==> src/rtl/rx_decoder.sv <==
// 10GBASE-R receive 64b/66b block decoder: pairs 32-bit gearbox words into
// 66-bit blocks and emits two XGMII words per block, enforcing packet framing.
module rx_decoder #(
  parameter int DATA_WIDTH = 32,
  parameter int HDR_WIDTH  = 2
) (
  input  logic                    i_clk,
  input  logic                    i_reset_n,
  input  logic [DATA_WIDTH-1:0]   i_rx_data,
  input  logic                    i_rx_data_valid,
  input  logic [HDR_WIDTH-1:0]    i_rx_sync_hdr,
  input  logic                    i_rx_sync_hdr_valid,
  input  logic                    i_block_lock,
  output logic [DATA_WIDTH-1:0]   o_xgmii_data,
  output logic [DATA_WIDTH/8-1:0] o_xgmii_ctrl,
  output logic                    o_xgmii_valid
);

  localparam int BLK_WIDTH  = 2 * DATA_WIDTH;
  localparam int BLK_LANES  = BLK_WIDTH / 8;
  localparam int WORD_LANES = DATA_WIDTH / 8;

  localparam logic [7:0] CH_IDLE  = 8'h07;
  localparam logic [7:0] CH_START = 8'hFB;
  localparam logic [7:0] CH_TERM  = 8'hFD;
  localparam logic [7:0] CH_ERROR = 8'hFE;

  localparam logic [HDR_WIDTH-1:0] HDR_DATA = HDR_WIDTH'(2'b01);
  localparam logic [HDR_WIDTH-1:0] HDR_CTRL = HDR_WIDTH'(2'b10);

  localparam logic [DATA_WIDTH-1:0]   IDLE_WORD = {WORD_LANES{CH_IDLE}};
  localparam logic [DATA_WIDTH-1:0]   LF_WORD   = DATA_WIDTH'(32'h0100_009C);
  localparam logic [WORD_LANES-1:0]   LF_CTRL   = WORD_LANES'(4'h1);

  typedef enum logic {
    WAIT_FIRST,
    WAIT_SECOND
  } phase_t;

  typedef enum logic {
    PKT_IDLE,
    PKT_IN
  } pkt_t;

  // Framing class of a decoded block, independent of its lane contents.
  typedef enum logic [2:0] {
    K_DATA,
    K_IDLE,
    K_START,
    K_TERM,
    K_ERROR
  } kind_t;

  phase_t                  phase;
  pkt_t                    pkt_state;
  pkt_t                    pkt_next;
  logic [DATA_WIDTH-1:0]   first_word;
  logic [HDR_WIDTH-1:0]    first_hdr;
  logic                    upper_pending;
  logic [DATA_WIDTH-1:0]   upper_data;
  logic [WORD_LANES-1:0]   upper_ctrl;

  logic [BLK_WIDTH-1:0]    blk;
  logic [BLK_WIDTH-1:0]    dec_data;
  logic [BLK_LANES-1:0]    dec_ctrl;
  kind_t                   kind;
  logic [2:0]              term_k;
  logic                    violation;
  logic [BLK_WIDTH-1:0]    frame_data;
  logic [BLK_LANES-1:0]    frame_ctrl;

  function automatic logic [7:0] ctrl_code(input logic [6:0] code);
    return (code == 7'h00) ? CH_IDLE : CH_ERROR;
  endfunction

  // Block decode: lane contents and framing class, before framing checks.
  always_comb begin
    // NOTE: every variable gets a default before any branch, so no path
    // through this block leaves one unassigned and no latch is inferred.
    blk      = {i_rx_data, first_word};
    dec_data = {BLK_LANES{CH_ERROR}};
    dec_ctrl = '1;
    kind     = K_ERROR;
    term_k   = 3'd0;

    if (first_hdr == HDR_DATA) begin
      dec_data = blk;
      dec_ctrl = '0;
      kind     = K_DATA;
    end else if (first_hdr == HDR_CTRL) begin
      case (blk[7:0])
        8'h1E: begin
          kind = K_IDLE;
          for (int i = 0; i < BLK_LANES; i++) begin
            dec_data[8*i +: 8] = ctrl_code(blk[8+7*i +: 7]);
          end
        end
        8'h78: begin
          kind     = K_START;
          dec_data = {blk[BLK_WIDTH-1:8], CH_START};
          dec_ctrl = 8'h01;
        end
        8'h33: begin
          kind     = K_START;
          dec_data = {blk[BLK_WIDTH-1:40], CH_START, 32'h0};
          for (int i = 0; i < 4; i++) begin
            dec_data[8*i +: 8] = ctrl_code(blk[8+7*i +: 7]);
          end
          dec_ctrl = 8'h1F;
        end
        8'h87: begin kind = K_TERM; term_k = 3'd0; end
        8'h99: begin kind = K_TERM; term_k = 3'd1; end
        8'hAA: begin kind = K_TERM; term_k = 3'd2; end
        8'hB4: begin kind = K_TERM; term_k = 3'd3; end
        8'hCC: begin kind = K_TERM; term_k = 3'd4; end
        8'hD2: begin kind = K_TERM; term_k = 3'd5; end
        8'hE1: begin kind = K_TERM; term_k = 3'd6; end
        8'hFF: begin kind = K_TERM; term_k = 3'd7; end
        default: ;
      endcase

      // Tk: bytes 1..k shift down one lane, /T/ at lane k, idles after it.
      if (kind == K_TERM) begin
        dec_data = {BLK_LANES{CH_IDLE}};
        for (int i = 1; i < BLK_LANES; i++) begin
          if (i <= int'(term_k)) begin
            dec_data[8*(i-1) +: 8] = blk[8*i +: 8];
            dec_ctrl[i-1]          = 1'b0;
          end
        end
        dec_data[{term_k, 3'b000} +: 8] = CH_TERM;
      end
    end
  end

  // Packet framing: decide the next packet state and any error substitution.
  always_comb begin
    violation = 1'b0;
    pkt_next  = pkt_state;
    case (kind)
      K_DATA:  violation = (pkt_state == PKT_IDLE);
      K_IDLE:  violation = (pkt_state == PKT_IN);
      K_START: begin
        if (pkt_state == PKT_IN) violation = 1'b1;
        else                     pkt_next  = PKT_IN;
      end
      K_TERM: begin
        if (pkt_state == PKT_IDLE) violation = 1'b1;
        else                       pkt_next  = PKT_IDLE;
      end
      default: pkt_next = PKT_IDLE;
    endcase
    if (violation) pkt_next = PKT_IDLE;

    frame_data = violation ? {BLK_LANES{CH_ERROR}} : dec_data;
    frame_ctrl = violation ? '1 : dec_ctrl;
  end

  always_ff @(posedge i_clk) begin
    // NOTE: state registers use non-blocking assignments so every register
    // here samples the values from before this clock edge.
    if (!i_reset_n) begin
      phase         <= WAIT_FIRST;
      pkt_state     <= PKT_IDLE;
      upper_pending <= 1'b0;
      o_xgmii_data  <= IDLE_WORD;
      o_xgmii_ctrl  <= '1;
      o_xgmii_valid <= 1'b0;
      // NOTE: first_word/first_hdr/upper_* are plain holding registers; they
      // are never read unless phase or upper_pending qualify them, so they
      // carry no reset.
    end else begin
      o_xgmii_valid <= 1'b0;

      if (!i_block_lock) begin
        phase         <= WAIT_FIRST;
        pkt_state     <= PKT_IDLE;
        upper_pending <= 1'b0;
        if (i_rx_data_valid) begin
          o_xgmii_data  <= LF_WORD;
          o_xgmii_ctrl  <= LF_CTRL;
          o_xgmii_valid <= 1'b1;
        end
      end else begin
        // A block completing needs a first word in between, so the upper
        // half never coincides with a new lower half.
        if (upper_pending) begin
          o_xgmii_data  <= upper_data;
          o_xgmii_ctrl  <= upper_ctrl;
          o_xgmii_valid <= 1'b1;
          upper_pending <= 1'b0;
        end

        if (i_rx_data_valid) begin
          if (i_rx_sync_hdr_valid) begin
            first_word <= i_rx_data;
            first_hdr  <= i_rx_sync_hdr;
            phase      <= WAIT_SECOND;
          end else if (phase == WAIT_SECOND) begin
            o_xgmii_data  <= frame_data[DATA_WIDTH-1:0];
            o_xgmii_ctrl  <= frame_ctrl[WORD_LANES-1:0];
            o_xgmii_valid <= 1'b1;
            upper_data    <= frame_data[BLK_WIDTH-1:DATA_WIDTH];
            upper_ctrl    <= frame_ctrl[BLK_LANES-1:WORD_LANES];
            upper_pending <= 1'b1;
            pkt_state     <= pkt_next;
            phase         <= WAIT_FIRST;
          end
        end
      end
    end
  end

endmodule
==> config.mk <==
export PLATFORM = sky130hd
export DESIGN_NAME = rx_decoder
export DESIGN_NICKNAME = d
export VERILOG_FILES = /design/src/rtl/rx_decoder.sv
export SDC_FILE = /design/constraint.sdc
export NUM_CORES = 1
export LEC_CHECK = 0
export ABC_CLOCK_PERIOD_IN_PS = 3060
export BUFFER_PORTS_ARGS = -buffer_cell sky130_fd_sc_hd__buf_2
export CELL_PAD_IN_SITES_DETAIL_PLACEMENT = 0
export CELL_PAD_IN_SITES_GLOBAL_PLACEMENT = 1
export CORE_ASPECT_RATIO = 0.9
export CORE_MARGIN = 2
export CORE_UTILIZATION = 28
export DETAILED_ROUTE_END_ITERATION = 16
export PLACE_DENSITY_LB_ADDON = 0.1
export SETUP_SLACK_MARGIN = 0.15
export SYNTH_ARGS = -nofsm -noshare
export SYNTH_HDL_FRONTEND = slang
export SYNTH_SLANG_ARGS = --single-unit
export TNS_END_PERCENT = 20
==> constraint.sdc <==
create_clock -name i_clk -period 3.06 [get_ports i_clk]
set_input_delay 0.612 -clock i_clk [delete_from_list [all_inputs] [get_ports i_clk]]
set_output_delay 0.612 -clock i_clk [all_outputs]
set_load 0.005 [all_outputs]
Word-level counts from Yosys, hierarchy flattened. Index checks and enable logic that the tools add are counted. Widths: inputs -> output; s select.

Bits in registers: 110. Bits in latches: 0. Memory bits (writable): 0. ROM bits: 0. Input port bits: 39. Output and inout port bits: 37. Logic and storage cells: 148. Memories: 0.

$add $sub $neg: 1. Multipliers: 0. Divide/modulo/power cells: 0. Magnitude comparators: 7. Equal/unequal tests: 18. Shift-type cells: 2. Muxes and demuxes: 87. Bitwise gates (word level): 5. Reductions and logical operators: 18.

Operators with widths (number): $mux 8 (38); $mux 32 (7); $mux 64 (3); $pmux 64 s3 (1); $bwmux 64 (1); $eq 8x8->1 const B (8); $shift 8x8->64 const A (1); $shiftx 8x8->64 const A (1); $logic_not 7->1 (8); $mux 4 (7); $pmux 3 s7 (1); $mux 1 (18); $mux 3 (6); $pmux 8 s2 (1); $le 3x3->1 const A (4); $eq 3x2->1 const B (3); $pmux 3 s3 (1); $eq 8x5->1 const B (1); $eq 8x6->1 const B (1); $eq 8x7->1 const B (1); $neg 6->8 (1); $reduce_and 4->1 (2); $reduce_or 8->1 (1); $mux 7 (1); other kinds (15) (21).

Longest topological paths before layout. Gate-level depths: netlist of run 1.

Depth after elaboration: 18. Mapped depth: 14. Gate-level depth less buffers: 12.

Least setup slack after synthesis of run 1. Ideal clock, no wire load.

Path type: register to register. From: register first_word[4]. To: register upper_data[0] (data pin). Library setup time: 0.167 ns. Arrival: 3.205 ns. Required time: 2.893 ns. Setup slack: -0.312 ns. Stages on the path, launching flop included: 15. Path buffers: 3. Clock period less this slack: 3.372 ns. Path through: edfxtp_1 -> buf_6 -> or4_4 -> a21oi_2 -> nand2b_4 -> inv_4 -> buf_6 -> buf_2 -> ha_1 -> inv_1 -> or3_1 -> a211o_1 -> or3b_1 -> a22oi_1 -> a211oi_1.

Cells in the longest elaborated chain, start to end: 13. Elaborated cells between the ends (all ways): 40. Those cells by class: add/sub: 1; order compare: 1; eq/ne: 15; shift: 2; mux: 18; reduce/logical: 3.

RTL lines: start, declared (line 57) `logic [DATA_WIDTH-1:0] first_word;`; start signal, assigned (line 196) `first_word <= i_rx_data;`; parallel branches: the longest is 13 deep, another holds $neg 6->8; end signal, assigned (line 203) `upper_data <= frame_data[BLK_WIDTH-1:DATA_WIDTH];`; end, declared (line 60) `logic [DATA_WIDTH-1:0] upper_data;`.

Several ways; the timed one is not identified. The select of a mux whose other input is x is not followed. A chain may end at the register's enable or synchronous reset.

Worst setup path after layout of run 1.
From: register first_word[3]. To: register upper_data[0] (data pin).

Same word-level chain as after synthesis.

==> out/qor.tcl, run 1 <==
set qor(floorplan.die.width_um) 161.0
set qor(power-per-cell-area_nw_per_um2) 409.3
set qor(tightest_slew_ns) 1.018
set qor(rrSetupSlack_ns) 0.10
set qor(routed_wl_mm) 27.76
set qor(setup.worst_path.start_class) {flop}
set qor(ys_top_cells_by_count) {73 x sky130_fd_sc_hd__nand2_1, 70 x sky130_fd_sc_hd__edfxtp_1, 52 x sky130_fd_sc_hd__a21oi_1}
set qor(via_density_per_instance) 5.644
set qor(skew_ns) 0.01153
set qor(worst_ir_drop_vdd_mv) 0.2572
set qor(required_ns) 3.26
set qor(maximum_fanout_along_the_worst_path) 4
set qor(cts_htree_levels) 3
set qor(r2r_cell_count) 11
set qor(critical_path.most_common_cell) {sky130_fd_sc_hd__ha_4}
set qor(fin_nets) 800
set qor(synth_enable_flop_cells) 70
set qor(min-delay-path-class) {in2reg}
set qor(switching_share) 0.2630
set qor(grt_first_pass_wirelength_mm) 40.39
set qor(synth.most_common_cell) {sky130_fd_sc_hd__nand2_1}
set qor(antennaDiodeCount) 0
set qor(placement.setup.worst_slack_ns) 0.08930
set qor(finalHoldViolations) 0
set qor(final_layout_size_suffix_gt1_frac) 0.3062
set qor(intPower_mw) 2.367
set qor(cts_inserted_buffers) 9
set qor(slowest_stage) {sky130_fd_sc_hd__or4_4}
set qor(hold_slack_ns) 0.4221
set qor(outcome) {finished, final reports clean}
set qor(ys_seq_elements) 110
set qor(num_vias) 5938
set qor(core_area_sq_um) 21700
set qor(hold_depth) 1
set qor(clock_insertion_delay_worst_skew_ns) 0.37
set qor(grt_util_all_layers) 0.2361
set qor(portBuffers) 75
set qor(initial_drt_markers) 622
set qor(number_of_global_route_vias_before_repair) 5832
set qor(area_of_the_multi_input_gates_sq_um) 3256
set qor(post_synth_main_area_contributors) {sky130_fd_sc_hd__edfxtp_1 34%, sky130_fd_sc_hd__dfxtp_1 13%, sky130_fd_sc_hd__nand2_1 4.4%}
set qor(comb_power_share) 0.093
set qor(max-clock-path-buffers) 2
set qor(finalSetupViolations) 0
set qor(period_minus_slack_ns) 2.959
set qor(worst_setup_path_end_kind) {flop}
set qor(worst_setup_path_class) {reg2reg}
set qor(place.detailed.instances) 1028
set qor(dp_hpwl_mm) 21.15
set qor(synth_top_cell_area_share) 0.3384
set qor(grt_antenna_before_repair) 1
set qor(worstReg2RegStart) {first_word[3]}
set qor(mappedNetlistNets) 686
set qor(power.leakage_nw) 2.774
set qor(syn-cell-area_sq_um) 6211
set qor(route.detailed.wl_per_inst_um) 26.39
set qor(predominant_post_synthesis_flop_cell) {sky130_fd_sc_hd__edfxtp_1}
set qor(drt_drc_violations_left) 0
set qor(die_area_sq_um) 23390
set qor(dieHeight_um) 145.3
set qor(max_freq_mhz) 338.0
set qor(crit_path_cell_trace) {or4_4, a21oi_2, and2b_4, ha_4, ha_4, inv_4, or3_1, a211o_1, or3b_1, a22oi_1, a211oi_1}
set qor(setup_ws_ns) 0.1012
set qor(fill_cells) 2263
set qor(timing.max_slew.rel_slack) 0.3216
set qor(syn2layout_area_growth_pct) 26.31
set qor(post-synth-top-area-cell) {sky130_fd_sc_hd__edfxtp_1}
set qor(ant_nets) 0
set qor(row_count) 51
set qor(ioPinCount) 76
set qor(post_cts_hold_buffer_count) 0
set qor(clock_power_share) 0.396
set qor(rsz0062_at_grt) {yes}
set qor(area.sequential_sq_um) 2903
set qor(hold_path.startpoint) {i_rx_sync_hdr[1]}
set qor(start_util) 0.2863
set qor(critical-path-max-stage-delay_ns) 0.53
set qor(max_cap_viol_count) 0
set qor(number_of_standard_cells_in_the_final_layout_excluding_fillers) 1052
set qor(sequentialPowerShare) 0.511
set qor(worst_r2r_endpoint) {upper_data[0]}
set qor(fin_crit_sh) 0.9669
set qor(largest_net_degree_at_the_start_of_global_routing) 35
set qor(synth_warnings) 0
set qor(yosys.cell_types.count) 80
set qor(gp_routability_congestion) 0.9027
set qor(p_sw_mw) 0.8445
set qor(syn-instance-count) 642
set qor(grt.overflow.total) 0
set qor(ys_async_sr_fraction) 0
set qor(drt_pre_antenna_iters) 5
set qor(cts.root.buffer_cell) {sky130_fd_sc_hd__clkbuf_16}
set qor(clock-sinks) 110
set qor(postSynthAreaPerCell_sq_um) 9.674
set qor(ys_seq_area_frac) 0.4674
set qor(clk_pin_slew_ns) 0.08
set qor(worst_hold_path.endpoint) {first_hdr[1]}
set qor(timing.critical_path.arrival_ns) 3.16
set qor(cts_tree) {yes}
set qor(final-max-slew-violation-count) 0
==> power groups by stage <==
| stage | registers (mW) | logic, mW | clock network, mW |
|---|---|---|---|
| floorplan | 1.67 | 0.131 | 0 |
| global placement | 1.67 | 0.285 | 0 |
| detailed placement | 1.68 | 0.286 | 0 |
| CTS | 1.64 | 0.289 | 1.30 |
| global route | 1.65 | 0.321 | 1.35 |
| finish | 1.64 | 0.299 | 1.27 |
==> stage by stage <==
stage | setup TNS [ns] | power, mW | util | cell area, sq um
after global placement | 0 | 1.960 | 0.3362 | 7295
after global routing | -0.008457 | 3.319 | 0.3616 | 7845
final | 0 | 3.211 | 0.3616 | 7845
after floorplan | 0 | 1.799 | - | 6251
after detailed placement | 0 | 1.962 | 0.3362 | 7295
after CTS | 0 | 3.227 | 0.3522 | 7642
==> state kept, by name, summed over array words and instances, names as in the netlist <==
| register | flops |
|---|---|
| o_xgmii_ctrl | 4 |
| upper_pending | 1 |
| phase | 1 |
| o_xgmii_valid | 1 |
| upper_ctrl | 4 |
| pkt_state | 1 |
| o_xgmii_data | 32 |
| first_word | 32 |
| upper_data | 32 |
| first_hdr | 2 |
==> cell families (layout without fill, tap and decap cells) <==
family                     count (synthesis)  after routing  share of synthesized area
AOI/OAI and AO/OA                        229            229                     0.2569
muxes                                     19             19                    0.03183
and+or+nand+nor                          226            226                     0.1928
adders and majority gates                  5              5                    0.01007
DFF                                      110            110                     0.4674
buffers and inverters                     53            172                    0.04110
==> critical path, delay by kind of cell (launching register included) <==
| kind | cells | cell delay [ns] |
|---|---|---|
| simple gates | 4 | 1.24 |
| compound gates | 4 | 0.67 |
| fa+ha+maj | 2 | 0.43 |
| flops | 1 | 0.42 |
| buf+inv | 1 | 0.03 |
==> area by class of cell <==
| cell class | count | share of cell area |
|---|---|---|
| Clock buffer | 10 | 0.02919 |
| Multi-Input combinational cell | 479 | 0.4150 |
| Clock inverter | 6 | 0.008931 |
| Timing Repair Buffer | 146 | 0.1250 |
| Inverter | 10 | 0.005423 |
| Sequential cell | 110 | 0.3700 |
| Tap cell | 291 | 0.04641 |
==> how the worst max path moves through the flow <==
stage	startpoint	end	slack, ns	cells after the start
3_3_place_gp	first_word[2]	upper_data[14]	0.11	12
4_1_cts	first_word[3]	upper_data[0]	0.11	11
5_1_grt	first_word[1]	upper_data[0]	-0.008	13
3_5_place_dp	first_word[3]	upper_data[0]	0.09	11
2_1_floorplan	first_word[1]	upper_data[0]	0.02	14
6_report	first_word[3]	upper_data[0]	0.10	11
==> layer usage <==
metal | track usage | vias to the layer above | routed length, um
li1 | - | 2713 | -
met1 | 0.3456 | 2946 | 13080
met2 | 0.3603 | 244 | 12420
met3 | 0.03945 | 35 | 1673
met4 | 0.05982 | 0 | 590
met5 | 0 | - | 0
==> placed cells by master, fill, tap and decap left out, types with 14 or more instances in the layout <==
cell / netlist / final
sky130_fd_sc_hd__buf_2: 10 / 75
sky130_fd_sc_hd__a22oi_1: 16 / 16
sky130_fd_sc_hd__nor2_1: 40 / 35
sky130_fd_sc_hd__dfxtp_1: 40 / 40
sky130_fd_sc_hd__nor3_1: 14 / 14
sky130_fd_sc_hd__o21ai_0: 38 / 33
sky130_fd_sc_hd__buf_4: 1 / 61
sky130_fd_sc_hd__nand3_1: 28 / 28
sky130_fd_sc_hd__edfxtp_1: 70 / 70
sky130_fd_sc_hd__nand2_1: 73 / 70
sky130_fd_sc_hd__o21ai_1: 12 / 14
sky130_fd_sc_hd__a21oi_1: 52 / 50
==> repair_timing <==
item | 4_1_cts | 5_1_grt
cloned | 0 | 0
endpoints found under the setup margin | 21 | 52
endpoints found under the hold margin | 0 | 0
gates resized for setup | 7 | 42
pin swaps | 3 | 21
setup buffers | 3 | 5
Note: power is estimated with default switching activity, not from simulation.
==> run 2: changes to the inputs <==
Settings changed: ABC_CLOCK_PERIOD_IN_PS 3060 to unset, CORE_UTILIZATION 28 to 41.
==> run 2 against run 1 <==
Utilization grew 15 points. Sequential share of layout area grew 1.5 points. Fmax shrank 0.57%. Clock skew shrank 0.0055 ns. First-iteration DRC count shrank 3.5%. Critical endpoint is now upper_data[1]. Largest cell class unchanged. Design area shrank 3.9%. Via count grew 0.40%. Worst hold slack lost 0.0018 ns.
==> out/qor.tcl, run 2 (same netlist as run 1, synthesis figures left out) <==
set qor(maximum_fanout_along_the_worst_path) 3 ;# -1
set qor(power.leakage_nw) 2.699 ;# -2.7%
set qor(grt_antenna_before_repair) 0 ;# -1
set qor(cts_htree_levels) 3 ;# unchanged
set qor(num_vias) 5962 ;# +0.40%
set qor(worst_setup_path_class) {reg2reg}
set qor(routed_wl_mm) 24.15 ;# -13%
set qor(grt_util_met1) 0.4280 ;# +0.08243
set qor(clock-sinks) 110 ;# unchanged
set qor(final_common_cell) {sky130_fd_sc_hd__buf_2}
set qor(number_of_standard_cells_in_the_final_layout_excluding_fillers) 947 ;# -10%
set qor(largest_net_degree_at_the_start_of_global_routing) 40 ;# +14%
set qor(grt.overflow.total) 0 ;# unchanged
set qor(cts.root.buffer_cell) {sky130_fd_sc_hd__clkbuf_16}
set qor(grt_util_all_layers) 0.3039 ;# +0.06779
set qor(fin_crit_sh) 0.9725 ;# +0.005555
set qor(route.detailed.wl_per_inst_um) 25.50 ;# -3.4%
set qor(use_met3) 0.04696 ;# +0.007509
set qor(antennaDiodeCount) 0 ;# unchanged
set qor(via_density_per_instance) 6.296 ;# +12%
set qor(portBuffers) 75 ;# unchanged
set qor(outcome) {finished, final reports clean}
set qor(fin_nets) 788 ;# -1.5%
set qor(grt.met2_usage) 0.4837 ;# +0.1234
set qor(start_util) 0.4206 ;# +0.1343
set qor(final-max-slew-violation-count) 0 ;# unchanged
set qor(finalHoldViolations) 0 ;# unchanged
set qor(die_area_sq_um) 16150 ;# -31%
set qor(max_cap_viol_count) 0 ;# unchanged
set qor(final_layout_size_suffix_gt1_frac) 0.2684 ;# -0.03782
set qor(power-per-cell-area_nw_per_um2) 419.5 ;# +2.5%
set qor(max-clock-path-buffers) 2 ;# unchanged
set qor(gp_routability_congestion) 0.9496 ;# +5.2%
set qor(drt_drc_violations_left) 0 ;# unchanged
set qor(worst_setup_path_end_kind) {flop}
set qor(top_usage_layer) {met2}
set qor(ant_nets) 0 ;# unchanged
set qor(finalSetupViolations) 0 ;# unchanged
set qor(dieHeight_um) 120.8 ;# -17%
set qor(ioPinCount) 76 ;# unchanged
set qor(setup_total_negative_slack_ns) 0 ;# unchanged
set qor(initial_drt_markers) 600 ;# -3.5%
set qor(grt_first_pass_wirelength_mm) 36.11 ;# -11%
set qor(setup.worst_path.start_class) {flop}
set qor(post_cts_hold_buffer_count) 0 ;# unchanged
set qor(cts_inserted_buffers) 9 ;# unchanged
set qor(floorplan.die.width_um) 133.7 ;# -17%
set qor(syn2layout_area_growth_pct) 21.33
set qor(fill_cells) 1411 ;# -38%
set qor(place.detailed.instances) 924 ;# -10%
set qor(tightest_slew_ns) 0.7486 ;# -0.2691 ns
set qor(dp_hpwl_mm) 18.22 ;# -14%
set qor(power_mw) 3.162 ;# -1.5%
set qor(clock_insertion_delay_worst_skew_ns) 0.36 ;# about the same
set qor(fin_area_sq_um) 7536 ;# -3.9%
set qor(number_of_global_route_vias_before_repair) 5658 ;# -3.0%
set qor(worst_ir_drop_vdd_mv) 0.4041 ;# +57%
set qor(area.sequential_sq_um) 2903 ;# unchanged
set qor(required_ns) 3.17 ;# -0.09 ns
set qor(drt_pre_antenna_iters) 5 ;# unchanged
set qor(dpl-instance-area_sq_um) 7071 ;# -3.1%
set qor(skew_ns) 0.006039 ;# -0.005490 ns
set qor(cts_tree) {yes}
set qor(mostFrequentLayoutCells) {75 x sky130_fd_sc_hd__buf_2, 72 x sky130_fd_sc_hd__nand2_1, 70 x sky130_fd_sc_hd__edfxtp_1}
set qor(area_of_the_multi_input_gates_sq_um) 3179 ;# -2.3%
set qor(period_minus_slack_ns) 2.976 ;# +0.01700 ns
set qor(row_count) 42 ;# -18%
set qor(min-delay-path-class) {in2reg}
set qor(timing.critical_path.arrival_ns) 3.09 ;# -0.07 ns
set qor(max_freq_mhz) 336.0 ;# -0.57%
set qor(core_area_sq_um) 14770 ;# -32%
set qor(largest_registers) {first_word: 32 flops, o_xgmii_data: 32 flops, upper_data: 32 flops}
set qor(timing.max_slew.rel_slack) 0.4991 ;# +0.1775
set qor(rsz0062_at_grt) {yes}
set qor(clk_pin_slew_ns) 0.08 ;# about the same
run 2: worst paths after layout:
path / cells past startpoint / slack (ns) / startpoint / endpoint
worst max-delay path: 12 / 0.08 / first_word[2] / upper_data[1]
worst min-delay path: 1 / 0.42 / i_rx_sync_hdr[0] / first_hdr[0]
worst max register to register: 12 / 0.08 / first_word[2] / upper_data[1]
worst min register to register: 2 / 0.47 / upper_data[8] / o_xgmii_data[8]
run 2: layout make-up:
type | count | share of cell area
inverters | 10 | 0.005645
clock inverters | 6 | 0.01063
multi-input cells | 479 | 0.4219
clock buffers | 10 | 0.03038
flip-flops and latches | 110 | 0.3852
repair buffers | 134 | 0.1134
well taps | 198 | 0.03287
run 2: through the flow:
stage / util / worst slack, ns / hold slack, ns
finish: 0.5103 / 0.08418 / 0.4204
global placement: 0.4788 / 0.07471 / 0.4385
CTS: 0.5036 / 0.04136 / 0.4129
floorplan: - / 0.01928 / 0.4272
global route: 0.5103 / 0.01612 / 0.4183
detailed placement: 0.4788 / 0.02838 / 0.4580
run 2: power breakdown:
part,leakage (nW),internal (mW),total [mW],switching [mW]
clock,0.147,0.652,1.24,0.587
sequential,0.987,1.61,1.64,0.0318
combinational,1.57,0.104,0.281,0.177
total,2.70,2.37,3.16,0.796
run 2: worst max-delay path, stage by stage (launching register included):
cell and delay [ns]:
sky130_fd_sc_hd__edfxtp_1 0.39, sky130_fd_sc_hd__or4_4 0.54, sky130_fd_sc_hd__a21oi_2 0.16, sky130_fd_sc_hd__and2b_4 0.23, sky130_fd_sc_hd__ha_4 0.16, sky130_fd_sc_hd__ha_4 0.27, sky130_fd_sc_hd__inv_4 0.03, sky130_fd_sc_hd__or3_1 0.29
sky130_fd_sc_hd__a211o_1 0.28, sky130_fd_sc_hd__buf_6 0.13, sky130_fd_sc_hd__o21ai_2 0.06, sky130_fd_sc_hd__o2bb2ai_2 0.11, sky130_fd_sc_hd__nand2_1 0.07
run 2: per-layer routing:
metal  vias up  part of all wire
met5         -                 0
met1      2963              0.45
li1       2695                 -
met3        33             0.069
met4         0             0.022
met2       271              0.46
run 2: what timing repair did:
action / CTS / global route
resized for setup: 5 / 16
setup buffers: 4 / 3
pin swaps: 6 / 12
setup endpoints to repair: 16 / 40
gates cloned: 0 / 0
endpoints found under the hold margin: 0 / 0
